`config.mk`:
```
export PLATFORM = sky130hd
export DESIGN_NAME = writeback_scoreboard
export DESIGN_NICKNAME = d
export VERILOG_FILES = /design/src/rtl/writeback_scoreboard_pkg.sv /design/src/rtl/writeback_scoreboard_wb_fifo.sv /design/src/rtl/writeback_scoreboard.sv
export SDC_FILE = /design/constraint.sdc
export NUM_CORES = 1
export LEC_CHECK = 0
export ABC_AREA = 1
export CAP_MARGIN = 20
export CORE_UTILIZATION = 53
export CTS_BUF_LIST = sky130_fd_sc_hd__clkbuf_4 sky130_fd_sc_hd__clkbuf_8 sky130_fd_sc_hd__clkbuf_16
export DETAILED_ROUTE_END_ITERATION = 8
export PLACE_DENSITY = 0.78
export RECOVER_POWER = 50
export SYNTH_ARGS = -nofsm -noshare
export SYNTH_HDL_FRONTEND = slang
export SYNTH_SLANG_ARGS = --single-unit
```
`constraint.sdc`:
```
create_clock -name clk -period 4.1 [get_ports clk]
set_input_delay 1.23 -clock clk [delete_from_list [all_inputs] [get_ports clk]]
set_output_delay 1.23 -clock clk [all_outputs]
set_load 0.01 [all_outputs]
```
`src/rtl/writeback_scoreboard_pkg.sv`:
```
// Shared processor definitions for the writeback scoreboard: register-index
// width, result width, default sizes and the pending-write entry layout.
package writeback_scoreboard_pkg;

  localparam int REG_W     = 5;
  localparam int NUM_REGS  = 32;
  localparam int DATA_W    = 32;
  localparam int DEPTH_DEF = 4;
  localparam int CNT_W_DEF = 2;

  // One pending register-file write: destination index plus value.
  typedef struct packed {
    logic [REG_W-1:0]  rd;
    logic [DATA_W-1:0] data;
  } wb_entry_t;

endpackage

```
`src/rtl/writeback_scoreboard_wb_fifo.sv`:
```
// Pending-write FIFO: holds accepted results in arrival order until the
// scoreboard retires them, one per cycle. Full/empty come from registered
// occupancy only, so a same-cycle pop never frees a slot for a push.
module wb_fifo
  import writeback_scoreboard_pkg::*;
#(
  parameter int DEPTH = DEPTH_DEF
) (
  input  logic      clk,
  input  logic      reset,
  input  logic      push,
  input  wb_entry_t push_data,
  input  logic      pop,
  output wb_entry_t head,
  output logic      empty,
  output logic      full
);

  localparam int PTR_W = $clog2(DEPTH);
  localparam int OCC_W = PTR_W + 1;

  wb_entry_t          mem_q [DEPTH];
  logic [PTR_W-1:0]   wr_ptr_q, wr_ptr_d;
  logic [PTR_W-1:0]   rd_ptr_q, rd_ptr_d;
  logic [OCC_W-1:0]   occ_q, occ_d;
  logic               push_ok;
  logic               pop_ok;

  assign empty   = (occ_q == '0);
  assign full    = (occ_q == OCC_W'(DEPTH));
  assign push_ok = push & ~full;
  assign pop_ok  = pop & ~empty;
  assign head    = mem_q[rd_ptr_q];

  // Next pointers and occupancy; pointers wrap naturally since DEPTH is a power of two.
  always_comb begin
    wr_ptr_d = wr_ptr_q + PTR_W'(push_ok);
    rd_ptr_d = rd_ptr_q + PTR_W'(pop_ok);
    occ_d    = occ_q + OCC_W'(push_ok) - OCC_W'(pop_ok);
  end

  // Control state: cleared asynchronously, which discards every pending entry.
  always_ff @(posedge clk or posedge reset) begin
    if (reset) begin
      wr_ptr_q <= '0;
      rd_ptr_q <= '0;
      occ_q    <= '0;
    end else begin
      wr_ptr_q <= wr_ptr_d;
      rd_ptr_q <= rd_ptr_d;
      occ_q    <= occ_d;
    end
  end

  // Entry storage; contents are meaningless until occupancy says otherwise.
  always_ff @(posedge clk) begin
    if (push_ok) begin
      mem_q[wr_ptr_q] <= push_data;
    end
  end

endmodule

```
`src/rtl/writeback_scoreboard.sv`:
```
// Writeback scoreboard: tracks in-flight writes per architectural register
// with saturating counters, buffers returning results in a small FIFO and
// retires them to the register file one per cycle in acceptance order.
module writeback_scoreboard
  import writeback_scoreboard_pkg::*;
#(
  parameter int DEPTH = DEPTH_DEF,
  parameter int CNT_W = CNT_W_DEF
) (
  input  logic              clk,
  input  logic              reset,
  input  logic              IssueValid,
  input  logic [REG_W-1:0]  IssueReg,
  output logic              IssueReady,
  input  logic              ResultValid,
  input  logic [REG_W-1:0]  ResultReg,
  input  logic [DATA_W-1:0] ResultData,
  output logic              ResultReady,
  input  logic [REG_W-1:0]  CheckReg1,
  input  logic [REG_W-1:0]  CheckReg2,
  output logic              Hazard,
  output logic [REG_W-1:0]  WriteRegister,
  output logic [DATA_W-1:0] WriteData,
  output logic              WriteEnable
);

  localparam logic [CNT_W-1:0] CNT_MAX = '1;

  logic [CNT_W-1:0]  cnt_q [NUM_REGS];
  logic [CNT_W-1:0]  cnt_d [NUM_REGS];
  logic              wr_en_q, wr_en_d;
  logic [REG_W-1:0]  wr_reg_q, wr_reg_d;
  logic [DATA_W-1:0] wr_data_q, wr_data_d;

  logic              issue_fire;
  logic              push;
  logic              pop;
  logic              fifo_empty;
  logic              fifo_full;
  wb_entry_t         push_data;
  wb_entry_t         head;

  // Register 0 is hardwired: its issues are accepted but never counted and
  // its results are accepted but never queued, so cnt_q[0] stays zero.
  assign IssueReady  = (cnt_q[IssueReg] != CNT_MAX);
  assign issue_fire  = IssueValid & IssueReady & (IssueReg != '0);
  assign ResultReady = ~fifo_full;
  assign push        = ResultValid & ResultReady & (ResultReg != '0);
  assign pop         = ~fifo_empty;
  assign push_data   = '{rd: ResultReg, data: ResultData};
  assign Hazard      = (cnt_q[CheckReg1] != '0) | (cnt_q[CheckReg2] != '0);

  wb_fifo #(
    .DEPTH(DEPTH)
  ) u_wb_fifo (
    .clk      (clk),
    .reset    (reset),
    .push     (push),
    .push_data(push_data),
    .pop      (pop),
    .head     (head),
    .empty    (fifo_empty),
    .full     (fifo_full)
  );

  // Counter update: an issue and a retire of the same register cancel out;
  // a retire of a register with nothing in flight leaves it at zero.
  always_comb begin
    cnt_d[0] = '0;
    for (int i = 1; i < NUM_REGS; i++) begin
      logic inc;
      logic dec;
      inc      = issue_fire && (IssueReg == REG_W'(i));
      dec      = pop && (head.rd == REG_W'(i));
      cnt_d[i] = cnt_q[i];
      if (inc && !dec) begin
        cnt_d[i] = cnt_q[i] + CNT_W'(1);
      end else if (dec && !inc && (cnt_q[i] != '0)) begin
        cnt_d[i] = cnt_q[i] - CNT_W'(1);
      end
    end
  end

  // Output register: load the FIFO head whenever one is available, else hold.
  always_comb begin
    wr_en_d   = pop;
    wr_reg_d  = wr_reg_q;
    wr_data_d = wr_data_q;
    if (pop) begin
      wr_reg_d  = head.rd;
      wr_data_d = head.data;
    end
  end

  // Scoreboard and writeback state, cleared asynchronously.
  always_ff @(posedge clk or posedge reset) begin
    if (reset) begin
      for (int i = 0; i < NUM_REGS; i++) begin
        cnt_q[i] <= '0;
      end
      wr_en_q   <= 1'b0;
      wr_reg_q  <= '0;
      wr_data_q <= '0;
    end else begin
      for (int i = 0; i < NUM_REGS; i++) begin
        cnt_q[i] <= cnt_d[i];
      end
      wr_en_q   <= wr_en_d;
      wr_reg_q  <= wr_reg_d;
      wr_data_q <= wr_data_d;
    end
  end

  assign WriteEnable   = wr_en_q;
  assign WriteRegister = wr_reg_q;
  assign WriteData     = wr_data_q;

endmodule

```
## Word level (Yosys, flattened, before mapping)

Memories as Yosys holds them, arrays and structs flattened.
Index checks and enable logic that the tools add are counted.
Widths: inputs -> output; s select.

| storage, ports and cells | value |
|---|---|
| flip-flop bits (word level) | 107 |
| latch bits | 0 |
| RAM bits | 148 |
| ROM bits | 0 |
| input port bits | 56 |
| output and inout bits | 41 |
| logic and storage cells | 539 |
| memories | 1 |

| cells by class | value |
|---|---|
| $add $sub $neg | 66 |
| multiply operators | 0 |
| div/mod/pow operators | 0 |
| $lt $le $gt $ge | 3 |
| eq/ne operators | 64 |
| shift operators | 0 |
| mux-type cells | 73 |
| bitwise operators | 11 |
| reduce and logical (&&, ||, !) cells | 284 |

Memories:

| name | depth | bits a word | read ports | clocked after memory_dff | wr ports | RTL line | text |
|---|---|---|---|---|---|---|---|
| u_wb_fifo.mem_q | 4 | 37 | 1 | 0 | 1 | writeback_scoreboard_wb_fifo.sv:22 | `wb_entry_t mem_q [DEPTH];` |

Operators by type and width:

| cell | number |
|---|---|
| $eq 5x5->1 const B | 32 |
| $logic_and 1x1->1 | 155 |
| $mux 2 | 68 |
| $reduce_bool 2->1 | 64 |
| $eq 5x4->1 const B | 16 |
| $add 2x1->2 const B | 31 |
| $logic_not 1->1 | 62 |
| $sub 2x1->2 const B | 31 |
| $eq 5x3->1 const B | 8 |
| $bmux 2 s5 | 3 |
| $eq 5x2->1 const B | 4 |
| $ge 6x6->1 const B | 3 |
| $not 5->6 | 3 |
| $eq 5x1->1 const B | 2 |
| $reduce_bool 5->1 | 2 |
| $and 1x1->1 | 5 |
| $add 2x1->2 | 2 |
| $add 3x1->3 | 1 |
| $eq 3x3->1 const B | 1 |
| $logic_not 3->1 | 1 |
| $sub 3x1->3 | 1 |
| $mux 1 | 2 |
| $ne 2x2->1 const B | 1 |
| $not 1->1 | 2 |
| $or 1x1->1 | 1 |

## Longest topological paths before layout

Gate-level depths: netlist of the first run.

| depth | value |
|---|---|
| depth after elaboration | 13 |
| gate-level depth with buffers | 21 |
| depth with buffers taken out | 17 |

## Hierarchy

Synthesis of the first run repeated with hierarchy kept, for this count alone.

| second synthesis, totals | value |
|---|---|
| cell total of the unflattened synthesis | 1566 |
| area, all modules | 13016.2 um2 |

Modules (own cells, without submodules):

| module | instances | cells an instance | area an instance (um2) | sequential area each (um2) |
|---|---|---|---|---|
| writeback_scoreboard | 1 | 1123 | 7021.7 | 2502.4 |
| wb_fifo | 1 | 443 | 5994.5 | 4619.4 |

## Least setup slack after synthesis of the first run

Ideal clock, no wire load.

| path | value |
|---|---|
| kind | input port to flip-flop |
| start point | input port ResultReg[3] |
| end point | memory u_wb_fifo.mem_q[0][0] (netlist bit), enable pin |
| setup time | 477 ps |
| data arrival time | 4175 ps |
| required time | 3623 ps |
| setup slack | -552 ps |
| stages on the path | 5 |
| path through | nor3_1 > nor3b_1 > nor2_1 > inv_1 > nor3_1 |

| on the way | value |
|---|---|
| cells in the longest elaborated chain, start to end | 5 |

RTL lines:

| what | RTL line | text |
|---|---|---|
| start: declaration | writeback_scoreboard.sv:16 | `input logic [REG_W-1:0] ResultReg,` |
| $reduce_bool 5->1 | writeback_scoreboard.sv:48 | `assign push = ResultValid & ResultReady & (ResultReg != '0);` |
| $and 1x1->1 | writeback_scoreboard.sv:48 |  |
| $and 1x1->1 | writeback_scoreboard_wb_fifo.sv:31 | `assign push_ok = push & ~full;` |
| $mux 1 | writeback_scoreboard_wb_fifo.sv:57 | `if (push_ok) begin` |
| $mux 1 (implied by the code) | writeback_scoreboard_wb_fifo.sv:58 | `mem_q[wr_ptr_q] <= push_data;` |
| end: declaration | writeback_scoreboard_wb_fifo.sv:22 |  |

No other way between the ends.

## Worst setup path in the final report of the first run

| path | value |
|---|---|
| start point | input port CheckReg2[0] |
| end point | output port Hazard |

| on the way | value |
|---|---|
| cells in the longest elaborated chain, start to end | 6 |

RTL lines:

| what | RTL line | text |
|---|---|---|
| start: declaration | writeback_scoreboard.sv:20 | `input logic [REG_W-1:0] CheckReg2,` |
| $not 5->6 (implied by the code) | writeback_scoreboard.sv:51 | `assign Hazard = (cnt_q[CheckReg1] != '0) \| (cnt_q[CheckReg2] != '0);` |
| $bmux 2 s5 | writeback_scoreboard.sv:51 |  |
| $mux 2 (implied by the code) (2 in series) | writeback_scoreboard.sv:51 |  |
| $reduce_bool 2->1 | writeback_scoreboard.sv:51 |  |
| $or 1x1->1 | writeback_scoreboard.sv:51 |  |
| end: declaration | writeback_scoreboard.sv:21 | `output logic Hazard,` |

No other way between the ends. The select of a mux whose other input is x is not followed.

==> results of run 1 <==
[where the power goes]
group          leakage, nW  internal [mW]  switching (mW)
Combinational         3.40           1.44            2.62
Clock                0.413           1.36           0.971
Sequential            2.66           3.56           0.670
Total                 6.47           6.36            4.26
[flip-flops by register name, summed over array words and instances, names as in the netlist]
name                flops
WriteEnable             1
u_wb_fifo.wr_ptr_q      2
u_wb_fifo.mem_q       148
u_wb_fifo.occ_q         3
u_wb_fifo.rd_ptr_q      2
WriteData              32
WriteRegister           5
cnt_q                  62
[critical path, cell delays in order]
cell             delay (ps)
dlygate4sd2_1           270
inv_1                    80
nor2_1                   40
buf_4                   160
o21ai_1                 100
o221ai_2                140
a211oi_2                230
nor2_1                   50
nor2_1                  110
nand2_1                  80
clkdlybuf4s15_1         230
[per-layer routing]
layer | vias to the layer above | global-route usage (%) | wire (um)
met4 | 2 | 15.27 | 1706
met1 | 5205 | 36.28 | 13920
met2 | 462 | 49.99 | 16970
met5 | - | 0 | 13
li1 | 5278 | - | -
met3 | 113 | 6.729 | 2865
[Yosys cell counts, types with 2 or more instances]
library cell / count / share of area [%]
a21oi_1: 21 / 0.83
nand3_2: 12 / 0.94
buf_4: 5 / 0.30
nand2_1: 353 / 10
nand4_1: 37 / 1.8
buf_6: 6 / 0.53
o21ai_1: 9 / 0.35
o311ai_0: 3 / 0.21
inv_2: 3 / 0.089
o21bai_1: 7 / 0.41
nor3_1: 31 / 1.2
clkbuf_1: 24 / 0.71
inv_1: 131 / 3.9
ha_1: 4 / 0.39
o21ai_0: 109 / 4.3
xor2_1: 3 / 0.21
buf_2: 9 / 0.35
edfxtp_1: 148 / 35
dfrtp_1: 107 / 21
nand3_1: 121 / 4.8
a31oi_1: 32 / 1.6
or2_2: 5 / 0.25
a22oi_1: 2 / 0.12
nor2_2: 3 / 0.15
buf_1: 14 / 0.41
o2111ai_1: 5 / 0.34
o221ai_1: 2 / 0.14
o22ai_1: 4 / 0.20
o211ai_1: 9 / 0.53
nor2_1: 265 / 7.8
[through the flow]
step | setup WS [ps] | instance area [um2]
2_1_floorplan | -552.3 | 12710
3_3_place_gp | -487.5 | 14320
3_5_place_dp | -461.6 | 14320
4_1_cts | 1.138 | 15250
5_1_grt | 4.751 | 15240
6_report | 135.5 | 15250
[repair_timing]
action / 4_1_cts / 5_1_grt
setup endpoints to repair: 2 / 2
cloned: 1 / 0
pin swaps: 2 / 0
buffers inserted: 2 / 0
hold buffers: 0 / 0
resized for setup: 25 / 15
[worst max path at each step]
| stage | start | to | slack, ps | cells past startpoint |
|---|---|---|---|---|
| 4_1_cts | IssueReg[0] | IssueReady | 1 | 13 |
| 5_1_grt | IssueReg[1] | IssueReady | 5 | 13 |
| 3_3_place_gp | IssueReg[0] | IssueReady | -490 | 13 |
| 2_1_floorplan | ResultReg[3] | u_wb_fifo.mem_q[0][0] | -550 | 5 |
| 3_5_place_dp | IssueReg[0] | IssueReady | -460 | 13 |
| 6_report | CheckReg2[0] | Hazard | 140 | 11 |
[logic make-up (layout without fill, tap and decap cells)]
family / Yosys count / after routing / share of synthesized area (%)
compound gates: 205 / 205 / 9.113
flops: 255 / 255 / 56.02
other cells: 0 / 3 / 0
buf+inv: 196 / 342 / 6.495
xor+xnor: 4 / 4 / 0.2756
fa+ha+maj: 5 / 5 / 0.5511
simple gates: 830 / 830 / 27.55
[cell type report]
class                           instances  share of cell area (%)
Sequential cell                       255                   46.71
Clock inverter                         12                  0.6482
Timing Repair Buffer                  158                   9.929
Inverter                              136                   3.389
Clock buffer                           36                   4.956
Tap cell                              319                   2.618
Antenna cell                            3                 0.04923
Multi-Input combinational cell       1044                   31.70
==> flow_summary.json, run 1 <==
{
  "skew_ps": 11.00,
  "initial_core_util_pct": 54.16,
  "port_buffers": 96,
  "clk_latency_ps": 530,
  "critPathCaptureType": "output port",
  "synth_cells": 1495,
  "violations": "capacitance limit, slew limit",
  "multi_input_area_um2": 4833,
  "ff_latch_area_um2": 7123,
  "synthFlopType": "edfxtp_1",
  "final_cell_mix": "nand2_1 (347), nor2_1 (264), edfxtp_1 (148), inv_1 (127), nand3_1 (121)",
  "globalplace.congestion": 1.016,
  "ys_seq_elements": 255,
  "reg2reg_from": "u_wb_fifo.rd_ptr_q[1]",
  "cts-buffers-inserted": 26,
  "max_freq_mhz": 252.2,
  "wl_per_cell_um": 18.07,
  "worst-endpoint-arrival_ps": 2730,
  "status": "complete, but fails checks",
  "r2r_slack_ps": 920,
  "leakagePower_nw": 6.475,
  "ios": 97,
  "synth.avg_cell_area_um2": 8.504,
  "fin_tns_setup_ps": 0,
  "power-per-cell-area_nw_per_um2": 696.4,
  "area_delta_synth_final_pct": 19.94,
  "fp.dieH_um": 156.9,
  "grt_pass1_vias": 10770,
  "hp-start": "WriteData[0]",
  "syn_area_um2": 12710,
  "holdWs_ps": 495.4,
  "holdPathEnd": "WriteData[0]",
  "cts-root-buf": "clkbuf_16",
  "grt_pass1_wl_mm": 55.97,
  "die_area_um2": 24610,
  "reg2reg_depth": 12,
  "vias": 11060,
  "dp.cells": 1909,
  "die_x_um": 156.9,
  "clkTransAtPathRegs_ps": 60,
  "fp-row-count": 56,
  "core-area_um2": 23470,
  "grt_max_degree": 67,
  "min_path_cells": 2,
  "final_common_cell": "nand2_1",
  "grt_overflow": 0,
  "synth_edf_count": 148,
  "cp-start-kind": "input pin",
  "gr-usage-all-layers_pct": 29.90,
  "yosys_warnings": 0,
  "synthArstFlopShare_pct": 41.96,
  "rsz0062_at_grt": "no",
  "antenna_found_initial": 5,
  "finalHoldViolCount": 0,
  "final_nets": 1682,
  "p_total_mw": 10.62,
  "worstMarginPinSlew_ps": 2133,
  "worstSetupPathType": "input pin to output port",
  "ys_types": 41,
  "htreeDepth": 1,
  "drive_gt1_share_pct": 9.263,
  "peakVddDrop_mv": 0.4710,
  "r2r_end": "cnt_q[6]",
  "finalNonFillerCells": 1963,
  "fin_crit_ps": 3964,
  "cts_sinks": 255,
  "ys_seq_area_share_pct": 56.02,
  "cts_buffer_depth": 3,
  "utilization_pct": 64.96,
  "detail-route-antenna-nets": 0,
  "slew_violations": 42,
  "setup_viol": 0,
  "syn_nets": 1556,
  "required_ps": 2870,
  "min_path_type": "flop to flop",
  "critPathMaxFanout": 7,
  "fin_crit_sh_pct": 96.69,
  "dr.pass1.iters": 7,
  "drt-total-wl_mm": 35.48,
  "hpwl_mm": 23.86,
  "fillerInstances": 1906,
  "cap_viol_max_count": 2,
  "drt_iter0_drc": 814,
  "viasPerCell": 5.634,
  "max-slew-margin-rel_pct": -42.99,
  "remaining_drc_errors": 0,
  "cts_tree": "done"
}
No activity file was read; power rests on OpenSTA's default activity.
==> inputs of run 2 (changes only) <==
--- a/config.mk
+++ b/config.mk
@@ -12,6 +12,7 @@
 export DETAILED_ROUTE_END_ITERATION = 8
 export PLACE_DENSITY = 0.78
 export RECOVER_POWER = 50
+export SLEW_MARGIN = 25
 export SYNTH_ARGS = -nofsm -noshare
 export SYNTH_HDL_FRONTEND = slang
 export SYNTH_SLANG_ARGS = --single-unit
==> results of run 2 <==
No change in the layout: final DEF, timing and power equal those of run 1.
==> inputs of run 3 (changes only) <==
--- a/config.mk
+++ b/config.mk
@@ -6,9 +6,9 @@
 export NUM_CORES = 1
 export LEC_CHECK = 0
 export ABC_AREA = 1
-export CAP_MARGIN = 20
+export CAP_MARGIN = 5
+export CORE_MARGIN = 3
 export CORE_UTILIZATION = 53
-export CTS_BUF_LIST = sky130_fd_sc_hd__clkbuf_4 sky130_fd_sc_hd__clkbuf_8 sky130_fd_sc_hd__clkbuf_16
 export DETAILED_ROUTE_END_ITERATION = 8
 export PLACE_DENSITY = 0.78
 export RECOVER_POWER = 50
==> flow_summary.json, run 3 (synthesized netlist as in run 1, its figures left out) <==
{
  "drt_iter0_drc": 981,
  "finalHoldViolCount": 0,
  "peakVddDrop_mv": 0.5617,
  "min_path_type": "flop to flop",
  "slew_violations": 121,
  "antenna_found_initial": 7,
  "area_delta_synth_final_pct": 20.54,
  "vias": 11150,
  "fillerInstances": 1933,
  "initial_core_util_pct": 54.00,
  "leakagePower_nw": 6.505,
  "gr-usage-all-layers_pct": 26.75,
  "reg2reg_depth": 5,
  "globalplace.congestion": 1.058,
  "worstMarginPinSlew_ps": 3040,
  "power-per-cell-area_nw_per_um2": 686.2,
  "die_area_um2": 25880,
  "viasPerCell": 5.661,
  "htreeDepth": 1,
  "holdBufCountCts": 0,
  "ios": 97,
  "status": "complete, but fails checks",
  "critical_path_buf_inv_count": 5,
  "grt_pass1_wl_mm": 55.51,
  "setup_viol": 0,
  "max_freq_mhz": 247.9,
  "fin_crit_ps": 4033,
  "cp-start-kind": "input pin",
  "critPathTopFamily": "buffers and inverters",
  "wl_per_cell_um": 17.84,
  "cap_viol_max_count": 2,
  "p_total_mw": 10.52,
  "cts_tree": "done",
  "clkTransAtPathRegs_ps": 60,
  "final_nets": 1689,
  "grt_overflow": 0,
  "remaining_drc_errors": 0,
  "clk_latency_ps": 540,
  "max-slew-margin-rel_pct": -102.7,
  "critical_path_cell_count": 12,
  "skew_ps": 23.20,
  "setup_ws_ps": 66.89,
  "grt_pass1_vias": 10570,
  "fp-row-count": 56,
  "die_x_um": 160.9,
  "largest_reg_flops": 148,
  "critPathCaptureType": "output port",
  "final_common_cell": "nand2_1",
  "cts-root-buf": "clkbuf_16",
  "path_cells": "dlygate4sd2_1 -> buf_4 -> nand2_2 -> inv_1 -> buf_4 -> nand3_1 -> o211ai_1 -> o221ai_1 -> a21o_1 -> nand2_1 -> nand2_1 -> dlygate4sd2_1",
  "fp.dieH_um": 160.9,
  "min_path_cells": 2,
  "cts_sinks": 255,
  "required_ps": 2870,
  "cts_buffer_depth": 3,
  "critPathMaxFanout": 4,
  "hpwl_mm": 23.59,
  "regMostFlops": "u_wb_fifo.mem_q",
  "drive_gt1_share_pct": 8.925,
  "detail-route-antenna-nets": 0,
  "rsz0062_at_grt": "yes",
  "cpPeakStageDelay_ps": 280,
  "final_cell_mix": "nand2_1 (343), nor2_1 (265), edfxtp_1 (148), inv_1 (125), nand3_1 (120)",
  "core-area_um2": 23540,
  "fin_crit_sh_pct": 98.37,
  "drt-total-wl_mm": 35.14,
  "port_buffers": 96,
  "worst-endpoint-arrival_ps": 2800,
  "dp_slack_ps": -466.8,
  "dr.pass1.iters": 7,
  "slowest_stage": "dlygate4sd2_1",
  "violations": "capacitance limit, slew limit",
  "cts-buffers-inserted": 26,
  "worstSetupPathType": "input pin to output port",
  "grt_max_degree": 67
}
## run 3: cell count changes in the layout (fill, tap and decap cells not counted), sizes merged, moves of 2 or more
cell	before	now
buf	58	67
clkinvlp	6	2
clkbuf	40	42
clkdlybuf4s15	2	0
clkdlybuf4s50	47	49
## run 3: repair_timing
action / 4_1_cts / 5_1_grt
pin swaps: 2 / 7
setup buffers: 1 / 1
endpoints found under the setup margin: 2 / 2
cloned: 2 / 0
gates resized for setup: 24 / 19
## run 3: final cells by class
class,instances,area (um2),area share (%)
Clock buffer,39,719.4,4.695
Timing Repair Buffer,165,1650,10.77
Tap cell,319,399.1,2.605
Antenna cell,4,10.01,0.06532
Multi-Input combinational cell,1044,4827,31.50
Sequential cell,255,7122,46.47
Inverter,136,518.0,3.380
Clock inverter,8,78.83,0.5144
## run 3: power by group
group / internal, mW / leakage, nW / switching [mW]
Clock: 1.27 / 0.380 / 0.955
Combinational: 1.47 / 3.47 / 2.60
Sequential: 3.56 / 2.66 / 0.661
## run 3: worst register-to-register path: stages, from the launching register on
cell	delay [ps]
dfrtp_1	410
nor2_1	90
nand2_1	150
clkbuf_1	2150
ha_1	530
xor2_1	150
## run 3: path summary, 6_finish.rpt
path                            slack (ps)                     to          startpoint
worst min-delay path                   500       WriteRegister[3]    WriteRegister[3]
worst max register to register         570  u_wb_fifo.rd_ptr_q[1]  u_wb_fifo.occ_q[1]
max in group asynchronous              750          WriteData[31]               reset
worst max-delay path                    70                 Hazard        CheckReg1[1]
min in group asynchronous             1870               cnt_q[6]               reset
worst min register to register         500       WriteRegister[3]    WriteRegister[3]
## run 3: per-stage QoR
step	area [um2]	hold slack (ps)	std cells	utilization, %	setup TNS (ps)
detailed placement	14380	476.5	1915	61.08	-907.3
global route	15320	535.3	1970	65.09	-3.048
finish	15320	497.6	1970	65.09	0
floorplan	12710	467.1	1495	-	-81730
CTS	15270	500.5	1965	64.88	-37.10
global placement	14380	464.2	1915	61.08	-941.9
## run 3: layer usage
metal	track usage, %	part of all wire [%]
met1	34.47	40
met2	44.72	48
met3	5.546	8.4
met4	10.44	4.1
met5	0	0.080
==> variant 1: new RTL, settings of run 3 <==
`wr_data_q` no longer has a reset.
--- a/src/rtl/writeback_scoreboard.sv
+++ b/src/rtl/writeback_scoreboard.sv
@@ -101,5 +101,4 @@
       wr_en_q   <= 1'b0;
       wr_reg_q  <= '0;
-      wr_data_q <= '0;
     end else begin
       for (int i = 0; i < NUM_REGS; i++) begin
@@ -108,6 +107,9 @@
       wr_en_q   <= wr_en_d;
       wr_reg_q  <= wr_reg_d;
-      wr_data_q <= wr_data_d;
     end
+  end
+
+  always_ff @(posedge clk) begin
+    wr_data_q <= wr_data_d;
   end
 
Check against the original RTL: differs if reset is asserted again (counterexample within 4 cycles, from zero or initial values and one cycle with reset high); with reset held inactive, the same outputs for 4 cycles.
==> variant 1 against run 3 <==
The run still ends with capacitance limit, slew limit left; area after synthesis decreased by 2.4%; design area decreased by 2.6%; sequential cell count unchanged; first-iteration DRC count decreased by 6.2%; largest cell class unchanged; power decreased by 2.5%; routed wire length decreased by 6.7%; worst hold slack about the same; setup slack improved by 0.079 ns.
==> variant 1: results (changes against run 3) <==
| Metric | Value |
|---|---|
| WHS | 0.497 ns (-0.000347 ns) |
| Number of fill cells | 1838 (-4.9%) |
| Worst R2R Path Depth | 14 (+9) |
| Largest net degree at the start of global routing | 76 (+13%) |
| Post-synth EDFFs | 180 (+22%) |
| Hold Path Stages | 2 (unchanged) |
| Post-synthesis compound-gate area fraction | 9.38% (+0.26 points) |
| Setup Skew | 0.0196 ns (-0.00364 ns) |
| Pins Over Slew Limit | 34 (-72%) |
| Drt via density | 5.69 (+0.57%) |
| Reg-to-reg slack, setup | 0.91 ns (+0.34 ns) |
| Max cap viols | 1 (-1) |
| Vias in the first global route | 10376 (-1.8%) |
| CP peak stage delay | 0.48 ns (+0.20 ns) |
| Net Count, Synth | 1456 (-6.4%) |
| Routability Congestion | 0.974 (-8.0%) |
| Cells after synthesis | 1395 (-6.7%) |
| CP endpoint | Hazard |
| DP Wirelength | 22400 µm (-5.1%) |
| DP Worst Slack | -0.445 ns (+0.0216 ns) |
| Adder-cell share of the synthesized area | 0.565% (+0.013 points) |
| Number of I/O port buffers | 96 (unchanged) |
| Ranking of synthesized cells by area | edfxtp_1, dfrtp_1, nand2_1 |
| Nets@finish | 1588 (-6.0%) |
| Worst-Margin Slew | 1.57 ns (-1.47 ns) |
| Failing checks | capacitance limit, slew limit |
| Share of layout cells above drive strength 1 | 8.21% (-0.71 points) |
| Commonest cells in the netlist | nand2_1, edfxtp_1, nor2_1 |
| Placed inst area | 14100 µm² (-1.9%) |
| Min-Delay Startpoint | WriteRegister[1] |
| Initial drt markers | 920 (-6.2%) |
| Hold endpoint | WriteRegister[1] |
| Initial antenna violation count | 5 (-2) |
| Asr flop ratio synth | 29.4% (-13 points) |
| First-pass GRT wire length | 53200 µm (-4.1%) |
| Placed Cells | 1811 (-5.4%) |
| Synth Area in XOR/XNOR | 0.282% (+0.0067 points) |
| Hold crit path type | reg2reg |
| First-pass detailed-route iteration total | 6 (-1) |
| Crit path DAT | 2.72 ns (-0.08 ns) |
| Critical Path Fanout Max | 8 (+4) |
| Worst VDD drop | 0.000532 V (-5.3%) |
| H-Tree Level Count | 1 (unchanged) |
| Clock slew at reported path FFs | 0.06 ns (about the same) |
| Seq/Total Area, Yosys | 58.7% (+2.7 points) |
| Tot GR Track Use | 25.7% (-1.1 points) |
| Synth cell types | 36 (-12%) |
| Fin cells | 1862 (-5.5%) |
| Outcome | finished with violations |
| Max clock buf depth | 3 (unchanged) |
| Reg-to-Reg Start | u_wb_fifo.rd_ptr_q[0] |
| Slowest-stage cell, CP | clkdlybuf4s50_1 |
| Leakage power | 6.21 nW (-4.6%) |
| Wire length per cell | 17.6 µm (-1.3%) |
| Crit path launch | CheckReg1[0] |
| R2r endpoint | cnt_q[30] |
| Top FF cell, synth | edfxtp_1 |
| Fin crit period | 3.95 ns (-0.0786 ns) |
| Clock latency on the worst-skew pair | 0.54 ns (about the same) |
-- variant 1: cell types whose count changed after synthesis, moves of 6 or more --
cell,run 3,this run
a31oi_1,32,0
buf_1,14,2
buf_2,9,15
dfrtp_1,107,75
edfxtp_1,148,180
inv_1,131,122
nand3_2,12,2
nor2_1,265,176
o211ai_1,9,2
o21ai_0,109,118
o22ai_1,4,32
-- variant 1: cell type report --
cell class                      instances  area, µm²  area share (%)
Sequential cell                       255       7280            48.8
Multi-Input combinational cell        961       4440            29.7
Timing Repair Buffer                  157       1510            10.1
Clock buffer                           34        691            4.63
Inverter                              126        474            3.18
Tap cell                              313        392            2.62
Clock inverter                         13        124           0.830
Antenna cell                            3       7.51          0.0503
-- variant 1: cells by family after synthesis --
| kind of cell | count (synthesis) |
|---|---|
| simple gates | 742 |
| xor+xnor | 4 |
| fa+ha+maj | 5 |
| flops | 255 |
| compound gates | 210 |
| buf+inv | 179 |
-- variant 1: report_power, final --
group / total (W) / internal, W / switching, W / leakage [nW]
clock network: 0.00225 / 0.00127 / 0.000984 / 0.395
logic: 0.00371 / 0.00134 / 0.00238 / 3.20
registers: 0.00429 / 0.00370 / 0.000591 / 2.62
total: 0.0103 / 0.00630 / 0.00395 / 6.21
-- variant 1: critical path: cells and delay by family --
kind                   cells  cell delay, ns
buffers and inverters      4            0.83
and+or+nand+nor            6            0.38
AOI/OAI and AO/OA          2            0.28
-- variant 1: repair_timing --
item / 4_1_cts / 5_1_grt
pin swaps: 2 / 2
gates resized for setup: 24 / 6
setup buffers: 1 / 0
endpoints found under the setup margin: 2 / 2
-- variant 1: layer usage --
metal  wire, µm  up-vias  GRT usage, %
met2      16100      439          43.3
met5         21        -             0
met3       2640       74          5.18
met1      13100     5060          33.7
met4        928        4          8.20
li1           -     5024             -
==> variant 2: new RTL, settings of run 3 <==
Without the edit above. `DEPTH_DEF`: 4 -> 8.
--- a/src/rtl/writeback_scoreboard_pkg.sv
+++ b/src/rtl/writeback_scoreboard_pkg.sv
@@ -6,5 +6,5 @@
   localparam int NUM_REGS  = 32;
   localparam int DATA_W    = 32;
-  localparam int DEPTH_DEF = 4;
+  localparam int DEPTH_DEF = 8;
   localparam int CNT_W_DEF = 2;
 
Formal check against the unedited RTL: same outputs for any inputs over 4 cycles, from zero or initial values and one cycle with reset high; that may be too few to reach the edited logic, so the function may still have changed.
==> variant 2 against run 3 <==
The run still ends with capacitance limit, slew limit left; sequential cell count grew 151; register-to-register slack lost 0.33 ns; area after synthesis is 46% higher; sequential share of layout area increased by 6.4 points; power increased by 52%; routed wire length grew 47%; setup slack better by 0.061 ns; via count increased by 35%; design area grew 44%; synthesized cell count increased by 26%; largest cell class unchanged; largest power group unchanged.
==> variant 2: results (changes against run 3) <==
| Metric | Value |
|---|---|
| Outcome | finished with violations |
| Failing checks | capacitance limit, slew limit |
| DP Worst Slack | -0.476 ns (-0.00916 ns) |
| Synth Area in XOR/XNOR | 0.189% (-0.087 points) |
| Share of layout cells above drive strength 1 | 9.92% (+1.0 points) |
| Largest net degree at the start of global routing | 114 (+70%) |
| CP peak stage delay | 0.45 ns (+0.17 ns) |
| Ranking of synthesized cells by area | edfxtp_1, dfrtp_1, nand2_1 |
| Synth cell types | 44 (+7.3%) |
| Leakage power | 8.73 nW (+34%) |
| Worst VDD drop | 0.000470 V (-16%) |
| First-pass detailed-route iteration total | 6 (-1) |
| Signal buf overhead | 8.00% (-2.8 points) |
| Area of the multi-input gates | 6090 µm² (+26%) |
| Max cap viols | 2 (unchanged) |
| Crit path launch | IssueReg[3] |
| Routability Congestion | 0.949 (-10%) |
| Net Count, Synth | 1953 (+26%) |
| Asr flop ratio synth | 27.1% (-15 points) |
| Pins Over Slew Limit | 66 (-45%) |
| Adder-cell share of the synthesized area | 0.782% (+0.23 points) |
| Clock buffer count | 51 (+31%) |
| Int Power | 0.00971 W (+54%) |
| Setup Skew | 0.0234 ns (+0.000220 ns) |
| Reg-to-reg slack, setup | 0.24 ns (-0.33 ns) |
| Drt via density | 6.00 (+6.0%) |
| Multi-Input Combinational | 1250 (+20%) |
| Tot GR Track Use | 28.1% (+1.3 points) |
| Number of fill cells | 2613 (+35%) |
| DP Wirelength | 32700 µm (+39%) |
| Crit path DAT | 2.74 ns (-0.06 ns) |
| Seq cells post-synth | 406 (+59%) |
| Vias in the first global route | 14675 (+39%) |
| Layout clock area frac | 6.49% (+1.3 points) |
-- variant 2: power groups by stage --
| stage | Clock (W) | Sequential, W | Combinational (W) |
|---|---|---|---|
| 2_1_floorplan | 0 | 0.00603 | 0.00359 |
| 3_3_place_gp | 0 | 0.00622 | 0.00551 |
| 3_5_place_dp | 0 | 0.00625 | 0.00571 |
| 4_1_cts | 0.00399 | 0.00619 | 0.00577 |
| 5_1_grt | 0.00417 | 0.00631 | 0.00643 |
| 6_report | 0.00394 | 0.00622 | 0.00579 |
-- variant 2: worst paths after layout --
path	to	depth (start not counted)
worst max-delay path	IssueReady	10
worst min-delay path	WriteData[6]	2
worst max register to register	u_wb_fifo.occ_q[2]	10
worst min register to register	WriteData[6]	2
max in group asynchronous	u_wb_fifo.rd_ptr_q[0]	3
min in group asynchronous	cnt_q[25]	2
-- variant 2: metrics by stage --
stage,hold WS (ns),total power (W),cells,util (%),area [µm²]
6_report,0.483,0.0160,2508,64.8,22000
5_1_grt,0.497,0.0169,2507,64.8,22000
4_1_cts,0.482,0.0160,2504,64.8,22100
3_5_place_dp,0.465,0.0120,2428,60.5,20600
3_3_place_gp,0.463,0.0117,2428,60.5,20600
2_1_floorplan,0.474,0.00962,1886,-,18600
-- variant 2: layer usage --
layer | vias to the layer above | wire [µm] | GRT usage [%]
li1 | 6885 | - | -
met1 | 7262 | 20400 | 37.2
met2 | 769 | 25200 | 47.2
met3 | 134 | 4100 | 4.56
met4 | 6 | 1830 | 10.5
met5 | - | 41 | 0
-- variant 2: timing repair --
item	4_1_cts	5_1_grt
setup endpoints to repair	2	2
pin swaps	0	0
buffers inserted	1	0
gates resized for setup	21	10
